<file path="config.mk">
export PLATFORM = sky130hd
export DESIGN_NAME = uart_rx_fsm
export DESIGN_NICKNAME = d
export VERILOG_FILES = /design/src/rtl/uart_rx_fsm_pkg.sv /design/src/rtl/uart_rx_fsm_bit_timer.sv /design/src/rtl/uart_rx_fsm.sv
export SDC_FILE = /design/constraint.sdc
export NUM_CORES = 1
export LEC_CHECK = 0
export ABC_AREA = 1
export CAP_MARGIN = 30
export CORE_MARGIN = 10
export CORE_UTILIZATION = 25
export DETAILED_ROUTE_END_ITERATION = 12
export HOLD_SLACK_MARGIN = 0.02
export PLACE_DENSITY = 0.55
export REMOVE_ABC_BUFFERS = 1
export SETUP_SLACK_MARGIN = 0.2
export SYNTH_ARGS = -nofsm -noshare
export SYNTH_HDL_FRONTEND = slang
export SYNTH_SLANG_ARGS = --single-unit
</file>
<file path="constraint.sdc">
create_clock -name clk -period 1.4 [get_ports clk]
set_input_delay 0.28 -clock clk [delete_from_list [all_inputs] [get_ports clk]]
set_output_delay 0.28 -clock clk [all_outputs]
set_load 0.02 [all_outputs]
</file>
<file path="src/rtl/uart_rx_fsm_pkg.sv">
// uart_rx_fsm_pkg: shared state encoding and default bit timing for the UART receiver
package uart_rx_fsm_pkg;
  typedef enum logic [2:0] {IDLE, START, DATA, STOP, WRITE, BREAK} rx_states;
  localparam int DEF_CLKS_PER_BIT = 434;
endpackage

</file>
<file path="src/rtl/uart_rx_fsm_bit_timer.sv">
// rx_bit_timer: per-state clock counter flagging the middle and end of a bit period
module rx_bit_timer #(
  parameter int CLKS_PER_BIT = 434
) (
  input  logic clk,
  input  logic rst,
  input  logic clr,
  input  logic en,
  output logic mid_tick,
  output logic bit_tick
);
  localparam int CW = $clog2(CLKS_PER_BIT);
  logic [CW-1:0] cnt_q, cnt_d;
  assign mid_tick = cnt_q == CW'(CLKS_PER_BIT / 2 - 1);
  assign bit_tick = cnt_q == CW'(CLKS_PER_BIT - 1);
  // wrapping on bit_tick lets DATA sample every bit without re-entering the state
  always_comb cnt_d = clr ? '0 : !en ? cnt_q : bit_tick ? '0 : cnt_q + 1'b1;
  always_ff @(posedge clk) cnt_q <= rst ? '0 : cnt_d;
endmodule

</file>
<file path="src/rtl/uart_rx_fsm.sv">
// uart_rx_fsm: 8N1 UART receiver writing good bytes into a FIFO, flagging framing errors and overruns
module uart_rx_fsm
  import uart_rx_fsm_pkg::*;
#(
  parameter int CLKS_PER_BIT = DEF_CLKS_PER_BIT,
  parameter int DATA_BITS    = 8
) (
  input  logic                 clk,
  input  logic                 rst,
  input  logic                 rx,
  input  logic                 full_fifo,
  output logic                 we_fifo,
  output logic [DATA_BITS-1:0] data_fifo,
  output logic                 busy_rx,
  output logic                 frame_err,
  output logic                 overrun
);
  rx_states state_q, state_d;
  logic sync1_q, rx_s;
  logic [3:0] bit_cnt_q, bit_cnt_d;
  logic [DATA_BITS-1:0] shift_q, shift_d, data_q, data_d;
  logic we_q, we_d, ferr_q, ferr_d, ovr_q, ovr_d;
  logic mid_tick, bit_tick;
  rx_bit_timer #(.CLKS_PER_BIT(CLKS_PER_BIT)) u_timer (
    .clk      (clk),
    .rst      (rst),
    .clr      (state_d != state_q),
    .en       (state_q == START || state_q == DATA || state_q == STOP),
    .mid_tick (mid_tick),
    .bit_tick (bit_tick)
  );
  always_comb begin
    state_d   = state_q;
    bit_cnt_d = bit_cnt_q;
    shift_d   = shift_q;
    data_d    = data_q;
    we_d      = 1'b0;
    ferr_d    = 1'b0;
    ovr_d     = 1'b0;
    case (state_q)
      IDLE:  state_d = rx_s ? IDLE : START;
      START: if (mid_tick) begin
        state_d   = rx_s ? IDLE : DATA;
        bit_cnt_d = '0;
      end
      DATA:  if (bit_tick) begin
        shift_d   = (shift_q >> 1) | (DATA_BITS'(rx_s) << (DATA_BITS - 1));
        bit_cnt_d = bit_cnt_q + 1'b1;
        state_d   = bit_cnt_q == 4'(DATA_BITS - 1) ? STOP : DATA;
      end
      STOP:  if (bit_tick) begin
        state_d = rx_s ? WRITE : BREAK;
        ferr_d  = !rx_s;
      end
      WRITE: begin
        state_d = IDLE;
        we_d    = !full_fifo;
        ovr_d   = full_fifo;
        data_d  = full_fifo ? data_q : shift_q;
      end
      BREAK: state_d = rx_s ? IDLE : BREAK;
      default: state_d = IDLE;
    endcase
  end
  always_ff @(posedge clk) begin
    if (rst) begin
      state_q   <= IDLE;
      sync1_q   <= 1'b1;
      rx_s      <= 1'b1;
      bit_cnt_q <= '0;
      shift_q   <= '0;
      data_q    <= '0;
      we_q      <= 1'b0;
      ferr_q    <= 1'b0;
      ovr_q     <= 1'b0;
    end else begin
      state_q   <= state_d;
      sync1_q   <= rx;
      rx_s      <= sync1_q;
      bit_cnt_q <= bit_cnt_d;
      shift_q   <= shift_d;
      data_q    <= data_d;
      we_q      <= we_d;
      ferr_q    <= ferr_d;
      ovr_q     <= ovr_d;
    end
  end
  assign we_fifo   = we_q;
  assign data_fifo = data_q;
  assign frame_err = ferr_q;
  assign overrun   = ovr_q;
  assign busy_rx   = state_q != IDLE;
endmodule

</file>
==> results.yml, run 1 <==
run_status:
  status: "complete, but fails checks"
  violations: "negative setup slack"
grt:
  use_met1_pct: 9.57
  grt_pass1_wl_um: 7710
  grt_pass1_vias: 1685
  antenna_found_initial: 0
  grt_overflow: 0
  grt.busiest_layer: "met2"
  grt_start_max_net_pins: 15
  grtUsageMet2_pct: 13.7
  grtUsageMet3_pct: 2.21
  grtUsageTotal_pct: 8.30
drt:
  drcViolationCount: 0
  post_drt_via_cell_ratio: 4.28
  drt_iter0_markers: 45
  drt_pass1_iterations: 4
  post_drt_wl_per_cell_um: 11.4
  drtAntennaViolNets: 0
  routed_wirelength_um: 4720
  vias: 1765
die:
  dieHeight_um: 105
  core_area_um2: 6870
  die_width_um: 105
  start_util_pct: 26.0
  dieArea_um2: 10900
  rows: 30
  ios: 16
clock_tree:
  clock_sinks: 37
  insertion_delay_ps: 300
  cts_root_buf: "clkbuf_8"
  clkTransAtPathRegs_ps: 80
  h-tree-depth: 2
  cts_hold_buffers: 0
  cts_made_buffers: 5
  clockBufferDepth: 2
  cts_tree: "built"
timing:
  max_freq_ghz: 0.631
  hold_viol_final: 0
  fin_hold_ws_ps: 402
  fin_crit_sh_pct: 113
  slew_headroom_pct: 78.8
  finalWorstSetupSlack_ps: -185
  rsz0062_at_grt: "yes"
  drv_slew: 0
  finalSetupViolations: 21
  skew_ps: 10.4
  fin_crit_ps: 1590
  worstMarginPinSlew_ps: 316
pwr:
  irDropWorstVdd_mv: 0.442
  p_sw_share_pct: 23.5
  p_int_mw: 1.72
  p_comb_share_pct: 8.3
  power_frac_seq_pct: 47.4
  p_per_area_nw_per_um2: 795
  p_clk_share_pct: 44.3
  leakage_nw: 1.16
  power_switching_uw: 527
setup_path:
  critPathKind: "flop to flop"
  critPathLaunchType: "flop"
  cp-end-kind: "flop"
  critPathArrivalTime_ps: 1770
  required_ps: 1580
  critPathMaxFanout: 4
synth:
  synthCells: 242
  yosysMostFrequentCell: "dfxtp_1"
  yosysSeqAreaShare_pct: 41.4
  synth_commonest_cells: "dfxtp_1 (37), nand2_1 (36), inv_1 (32), nor2_1 (29), nand3_1 (24)"
  yosys.area.top_type_share_pct: 41.4
  ys_top_cells_by_area: "dfxtp_1 (41%), nand2_1 (7.6%), nand3_1 (6.7%), inv_1 (6.7%), nor2_1 (6.1%)"
  ys_seq_elements: 37
  ys.flop_type: "dfxtp_1"
  async_flop_share_pct: 0
  syn_area_per_cell_um2: 7.39
  yosysWarnings: 0
  synth_top_area_cell: "dfxtp_1"
  synth.distinct_cells: 30
  syn-cell-area_um2: 1790
  synth-edff-count: 0
worst_hold_path:
  min_path_type: "flop to flop"
job:
  drv_cap: 0
finish:
  syn_to_final_growth_pct: 58.0
  layout.nets: 323
  drive_gt1_share_pct: 46.5
  fin_util_pct: 41.1
  antenna_cells: 0
placement:
  gp_congestion: 0.872
  port_buffers: 15
  post-dp-hpwl_um: 3130
==> power groups by stage <==
| stage | Clock, mW | Combinational (mW) | Sequential (mW) |
|---|---|---|---|
| final | 0.996 | 0.186 | 1.07 |
| after global routing | 1.06 | 0.203 | 1.07 |
| after CTS | 1.01 | 0.163 | 1.07 |
| after detailed placement | 0 | 0.141 | 1.09 |
| after global placement | 0 | 0.140 | 1.09 |
| after floorplan | 0 | 0.0669 | 1.09 |
==> final timing paths <==
check                   startpoint          endpoint  slack (ps)  cells after the start
hold reg to reg            sync1_q              rx_s         400                      1
setup / recovery  u_timer.cnt_q[0]  u_timer.cnt_q[4]        -190                     10
hold / removal             sync1_q              rx_s         400                      1
setup reg to reg  u_timer.cnt_q[0]  u_timer.cnt_q[4]        -190                     10
==> kinds of logic after synthesis <==
| kind of cell | Yosys count | synth area share (%) |
|---|---|---|
| xor+xnor | 5 | 2.45 |
| buf+inv | 42 | 9.16 |
| simple gates | 113 | 31.5 |
| fa+ha+maj | 4 | 2.80 |
| compound gates | 41 | 12.7 |
| flops | 37 | 41.4 |
==> state kept, by name, indices dropped and copies added (netlist names) <==
signal and cells:
overrun 1, state_q 3, we_fifo 1, data_fifo 8
sync1_q 1, u_timer.cnt_q 9, bit_cnt_q 4, shift_q 8
rx_s 1, frame_err 1
==> timing repair <==
item                                    CTS  global route
pin swaps                                11            20
endpoints found under the setup margin   46            43
resized for setup                        66            64
setup buffers                             4             0
gates cloned                              1             1
==> layer usage <==
| layer | up-vias | share of wire [%] |
|---|---|---|
| li1 | 929 | - |
| met1 | 803 | 46 |
| met2 | 28 | 49 |
| met3 | 5 | 3.1 |
| met4 | 0 | 1.6 |
| met5 | - | 0 |
==> worst max-delay path, stage by stage (launching register included) <==
cell     delay (ps)
dfxtp_2         330
buf_6           110
inv_4            50
ha_4            110
nand2_2          40
nor2_2           80
nand2_2         100
a21oi_4         160
nand4_1         220
nand3_2         200
nor2_1           60
==> cell type report <==
cell class	instances	area [µm²]
clock inverters	2	37.5
multi-input cells	164	1120
clock buffers	6	82.6
flip-flops and latches	37	752
fillers	684	4040
repair buffers	71	578
well taps	96	120
inverters	36	139
==> placed cells by master (no fill, tap or decap), types with 3 or more instances in the layout <==
cell,instances
nand4_1,3
buf_6,12
nand2_4,5
nor2_4,4
ha_1,3
clkbuf_2,3
nor3_1,3
nor2_1,22
nand3_1,15
nor2_2,6
o21ai_0,5
inv_2,5
clkdlybuf4s50_1,3
nand2_2,8
xor2_1,5
inv_1,29
clkbuf_8,6
nand3_4,4
dfxtp_1,32
o21ai_1,5
dfxtp_2,3
nand2_1,28
nor3_2,3
buf_2,6
nand3_2,7
buf_4,44
a21oi_2,11
o21ai_2,3
a21oi_1,10
==> metrics by stage <==
stage	instance area (µm²)	setup WS (ps)	setup TNS [ps]	power, mW	cells
final	2830	-185	-2010	2.25	412
after global routing	2830	-270	-4290	2.33	412
after CTS	2670	-174	-1950	2.24	411
after detailed placement	2410	-286	-3170	1.23	398
after global placement	2410	-252	-2940	1.23	398
after floorplan	1760	-164	-1310	1.16	236
No activity file was read; power rests on OpenSTA's default activity.
==> inputs of run 2 (changes only) <==
--- a/config.mk
+++ b/config.mk
@@ -10,8 +10,9 @@
 export CORE_MARGIN = 10
 export CORE_UTILIZATION = 25
 export DETAILED_ROUTE_END_ITERATION = 12
-export HOLD_SLACK_MARGIN = 0.02
+export GPL_TIMING_DRIVEN = 0
 export PLACE_DENSITY = 0.55
+export RECOVER_POWER = 100
 export REMOVE_ABC_BUFFERS = 1
 export SETUP_SLACK_MARGIN = 0.2
 export SYNTH_ARGS = -nofsm -noshare
==> results.yml, run 2 (synthesized netlist as in run 1, its figures left out) <==
pwr:
  irDropWorstVdd_mv: 0.318
  p_per_area_nw_per_um2: 800
  leakage_nw: 0.968
  totalPowerFinal_mw: 2.08
finish:
  layout.nets: 290
  n_fill_cell: 689
  drive_gt1_share_pct: 39.6
  antenna_cells: 0
  syn_to_final_growth_pct: 45.2
  regArea_um2: 758
  regMostFlops: "u_timer.cnt_q"
  final_cell_mix: "dfxtp_1 (29), inv_1 (28), nor2_1 (24)"
  largest_reg_flops: 9
  fin_util_pct: 37.8
  multi_input_area_um2: 1200
  final_common_cell: "dfxtp_1"
  stdcell_count: 379
worst_hold_path:
  holdPathStages: 1
  min_path_type: "flop to flop"
  worstHoldStart: "sync1_q"
die:
  ios: 16
  rows: 30
  dieHeight_um: 105
  dieArea_um2: 10900
  core_area_um2: 6870
  start_util_pct: 26.0
  die_width_um: 105
setup_path:
  critPathLaunchType: "flop"
  r2r_start: "u_timer.cnt_q[1]"
  critPathKind: "flop to flop"
  rr_worst_depth: 10
  required_ps: 1580
  critPathMaxFanout: 9
  path_delay_family: "buffers and inverters"
  cp-end-kind: "flop"
  startpoint: "u_timer.cnt_q[1]"
  crit_cells: 10
  cp_cell_sequence: "inv_2, ha_4, nand2_2, inv_2, nand2_4, nor2_8, buf_4, nor2_1, o31ai_1, inv_1"
  crit_path_frequent_cell: "inv_2"
  critPathArrivalTime_ps: 1870
  slowest_delay_ps: 330
  crit_buf_inv: 4
  slowest_stage: "dfxtp_2"
timing:
  slew_headroom_pct: 68.1
  worstMarginPinSlew_ps: 478
  drv_slew: 0
  finalSetupViolations: 24
  rsz0062_at_grt: "yes"
  hold_viol_final: 0
  finalWorstSetupSlack_ps: -294
  skew_ps: 4.81
  max_freq_ghz: 0.590
  fin_crit_sh_pct: 121
  fin_crit_ps: 1690
grt:
  grt_pass1_wl_um: 7550
  grtUsageTotal_pct: 8.10
  grt_start_max_net_pins: 18
  antenna_found_initial: 0
  grt_overflow: 0
  grt_pass1_vias: 1650
placement:
  gp_congestion: 0.810
  port_buffers: 15
  place_inst: 347
  post-dp-hpwl_um: 2640
job:
  drv_cap: 0
drt:
  routed_wirelength_um: 4940
  drt_iter0_markers: 80
  drtAntennaViolNets: 0
  vias: 1743
  post_drt_via_cell_ratio: 4.60
  post_drt_wl_per_cell_um: 13.0
  drt_pass1_iterations: 4
  drcViolationCount: 0
clock_tree:
  cts_hold_buffers: 0
  clkTransAtPathRegs_ps: 80
  insertion_delay_ps: 300
  cts_made_buffers: 5
  clock_sinks: 37
  h-tree-depth: 2
  clockBufferDepth: 2
  cts_tree: "built"
  cts_root_buf: "clkbuf_8"
run_status:
  status: "complete, but fails checks"
  violations: "negative setup slack"
run 2: cell count changes in the layout (fill, tap and decap cells not counted), sizes merged, moves of 2 or more:
cell and change:
clkdlybuf4s15 -2, clkinv +2, clkdlybuf4s50 -2, clkbuf +6
buf -37
run 2: metal layers:
layer,vias to the layer above,global-route usage (%),wire (µm),part of all wire [%]
li1,863,-,-,-
met1,829,9.60,2180,44
met2,36,12.8,2410,49
met3,15,2.21,165,3.3
met4,0,5.00,190,3.8
met5,-,0,0,0
run 2: worst reg2reg max path, stage by stage, from the launching register on:
cell	delay, ps
dfxtp_2	330
inv_2	70
ha_4	130
nand2_2	60
inv_2	70
nand2_4	60
nor2_8	180
buf_4	210
nor2_1	60
o31ai_1	310
inv_1	110
run 2: layout make-up:
cell class | instances | share of cell area, %
multi-input cells | 165 | 46.3
clock inverters | 2 | 0.530
well taps | 96 | 4.62
repair buffers | 37 | 10.7
flip-flops and latches | 37 | 29.2
inverters | 36 | 5.39
clock buffers | 6 | 3.18
run 2: per-stage QoR:
stage | TNS (ps) | hold slack (ps) | area (µm²) | setup WS (ps)
floorplan | -1310 | 349 | 1760 | -164
global placement | -14340 | 406 | 2030 | -762
detailed placement | -15400 | 404 | 2030 | -801
CTS | -1530 | 424 | 2370 | -127
global route | -4830 | 460 | 2600 | -321
finish | -2690 | 434 | 2600 | -294
run 2: final timing paths:
check	end	slack, ps
min	rx_s	430
max	state_q[1]	-290
max reg2reg	state_q[1]	-290
min reg2reg	rx_s	430
run 2: repair_timing:
item / 4_1_cts / 5_1_grt
endpoints found under the setup margin: 49 / 45
gates resized for setup: 75 / 73
buffers inserted: 10 / 12
gates cloned: 1 / 1
pin swaps: 13 / 7
run 2: power breakdown:
| part | total, mW | internal, mW | switching, mW | leakage, nW |
|---|---|---|---|---|
| registers | 1.07 | 1.06 | 0.0122 | 0.304 |
| clock network | 0.825 | 0.400 | 0.426 | 0.0512 |
| logic | 0.182 | 0.0727 | 0.110 | 0.613 |
| total | 2.08 | 1.53 | 0.548 | 0.968 |
==> inputs of run 3 (changes only) <==
--- a/config.mk
+++ b/config.mk
@@ -14,7 +14,7 @@
 export PLACE_DENSITY = 0.55
 export RECOVER_POWER = 100
 export REMOVE_ABC_BUFFERS = 1
-export SETUP_SLACK_MARGIN = 0.2
 export SYNTH_ARGS = -nofsm -noshare
 export SYNTH_HDL_FRONTEND = slang
 export SYNTH_SLANG_ARGS = --single-unit
+export TNS_END_PERCENT = 30
==> results.yml, run 3 (synthesized netlist as in run 1, its figures left out) <==
setup_path:
  critPathLaunchType: "flop"
  required_ps: 1590
  critPathKind: "flop to flop"
  critPathArrivalTime_ps: 1730
  cp-end-kind: "flop"
  critPathMaxFanout: 9
grt:
  grt_start_max_net_pins: 18
  grt_pass1_vias: 1621
  antenna_found_initial: 0
  grt_overflow: 0
  grtUsageTotal_pct: 8.05
  grt_pass1_wl_um: 7510
clock_tree:
  cts_made_buffers: 5
  cts_root_buf: "clkbuf_8"
  h-tree-depth: 2
  clock_sinks: 37
  cts_tree: "built"
  clkTransAtPathRegs_ps: 80
  clockBufferDepth: 2
  cts_hold_buffers: 0
  insertion_delay_ps: 300
finish:
  regMostFlops: "u_timer.cnt_q"
  fin_util_pct: 34.2
  final_cell_mix: "nand2_1 (31), dfxtp_1 (29), inv_1 (28)"
  final_common_cell: "nand2_1"
  layout.nets: 276
  stdcell_count: 365
  antenna_cells: 0
  n_fill_cell: 728
  largest_reg_flops: 9
  drive_gt1_share_pct: 26.0
  syn_to_final_growth_pct: 31.4
die:
  die_width_um: 105
  ios: 16
  core_area_um2: 6870
  start_util_pct: 26.0
  dieArea_um2: 10900
  dieHeight_um: 105
  rows: 30
drt:
  vias: 1574
  drcViolationCount: 0
  drt_pass1_iterations: 7
  post_drt_via_cell_ratio: 4.31
  routed_wirelength_um: 4210
  drt_iter0_markers: 95
  drtAntennaViolNets: 0
  post_drt_wl_per_cell_um: 11.5
placement:
  place_inst: 347
  port_buffers: 15
  post-dp-hpwl_um: 2640
  gp_congestion: 0.810
timing:
  finalSetupTns_ps: -1490
  max_freq_ghz: 0.649
  drv_slew: 0
  rsz0062_at_grt: "yes"
  fin_hold_ws_ps: 422
  finalWorstSetupSlack_ps: -141
  slew_headroom_pct: 74.2
  hold_viol_final: 0
  fin_crit_sh_pct: 110
  worstMarginPinSlew_ps: 387
  fin_crit_ps: 1540
  skew_ps: 4.22
  finalSetupViolations: 16
pwr:
  irDropWorstVdd_mv: 0.306
  leakage_nw: 0.926
  p_per_area_nw_per_um2: 859
run_status:
  violations: "negative setup slack"
  status: "complete, but fails checks"
worst_hold_path:
  min_path_type: "flop to flop"
job:
  drv_cap: 0
==> run 3: worst paths after layout <==
check                                       from         end  slack [ps]  cells after the start
worst min-delay path                     sync1_q        rx_s         420                      1
worst max register to register  u_timer.cnt_q[1]  state_q[1]        -140                     10
worst max-delay path            u_timer.cnt_q[1]  state_q[1]        -140                     10
worst min register to register           sync1_q        rx_s         420                      1
==> run 3: critical path, cell delays in order, from the launching register on <==
cell     delay, ps
dfxtp_2        330
inv_2           70
ha_4           130
nand2_2         60
inv_2           70
nand2_4         60
nor2_8         180
buf_4          200
nor2_1          50
o31ai_1        220
inv_1           70
==> run 3: cell type report <==
type	count	area [µm²]	share of cell area, %
clock buffers	6	82.6	3.51
clock inverters	2	13.8	0.585
inverters	36	140	5.96
multi-input cells	164	1030	43.9
flip-flops and latches	37	753	32.0
well taps	96	120	5.11
repair buffers	24	210	8.94
==> run 3: report_power, final <==
part           internal, mW  switching [mW]  total, mW
clock network         0.399           0.407      0.806
logic                0.0529          0.0889      0.142
registers              1.06          0.0114       1.07
total                  1.51           0.507       2.02
==> run 3: what timing repair did <==
action	in CTS	in global routing
resized for setup	52	10
cloned	1	0
pin swaps	13	1
setup endpoints to repair	46	28
setup buffers	9	0
==> run 3: layer usage <==
layer | share of wire, % | GRT usage [%] | routed length, µm | up-vias
li1 | - | - | - | 833
met1 | 50 | 9.77 | 2090 | 712
met2 | 44 | 12.4 | 1860 | 21
met3 | 3.3 | 2.21 | 139 | 8
met4 | 2.8 | 5.00 | 117 | 0
met5 | 0 | 0 | 0 | -
==> run 3: per-stage QoR <==
step | instance area, µm² | setup WS [ps] | power [mW]
2_1_floorplan | 1760 | -164 | 1.16
3_3_place_gp | 2030 | -762 | 1.20
3_5_place_dp | 2030 | -801 | 1.20
4_1_cts | 2320 | -125 | 2.04
5_1_grt | 2350 | -250 | 2.10
6_report | 2350 | -141 | 2.02
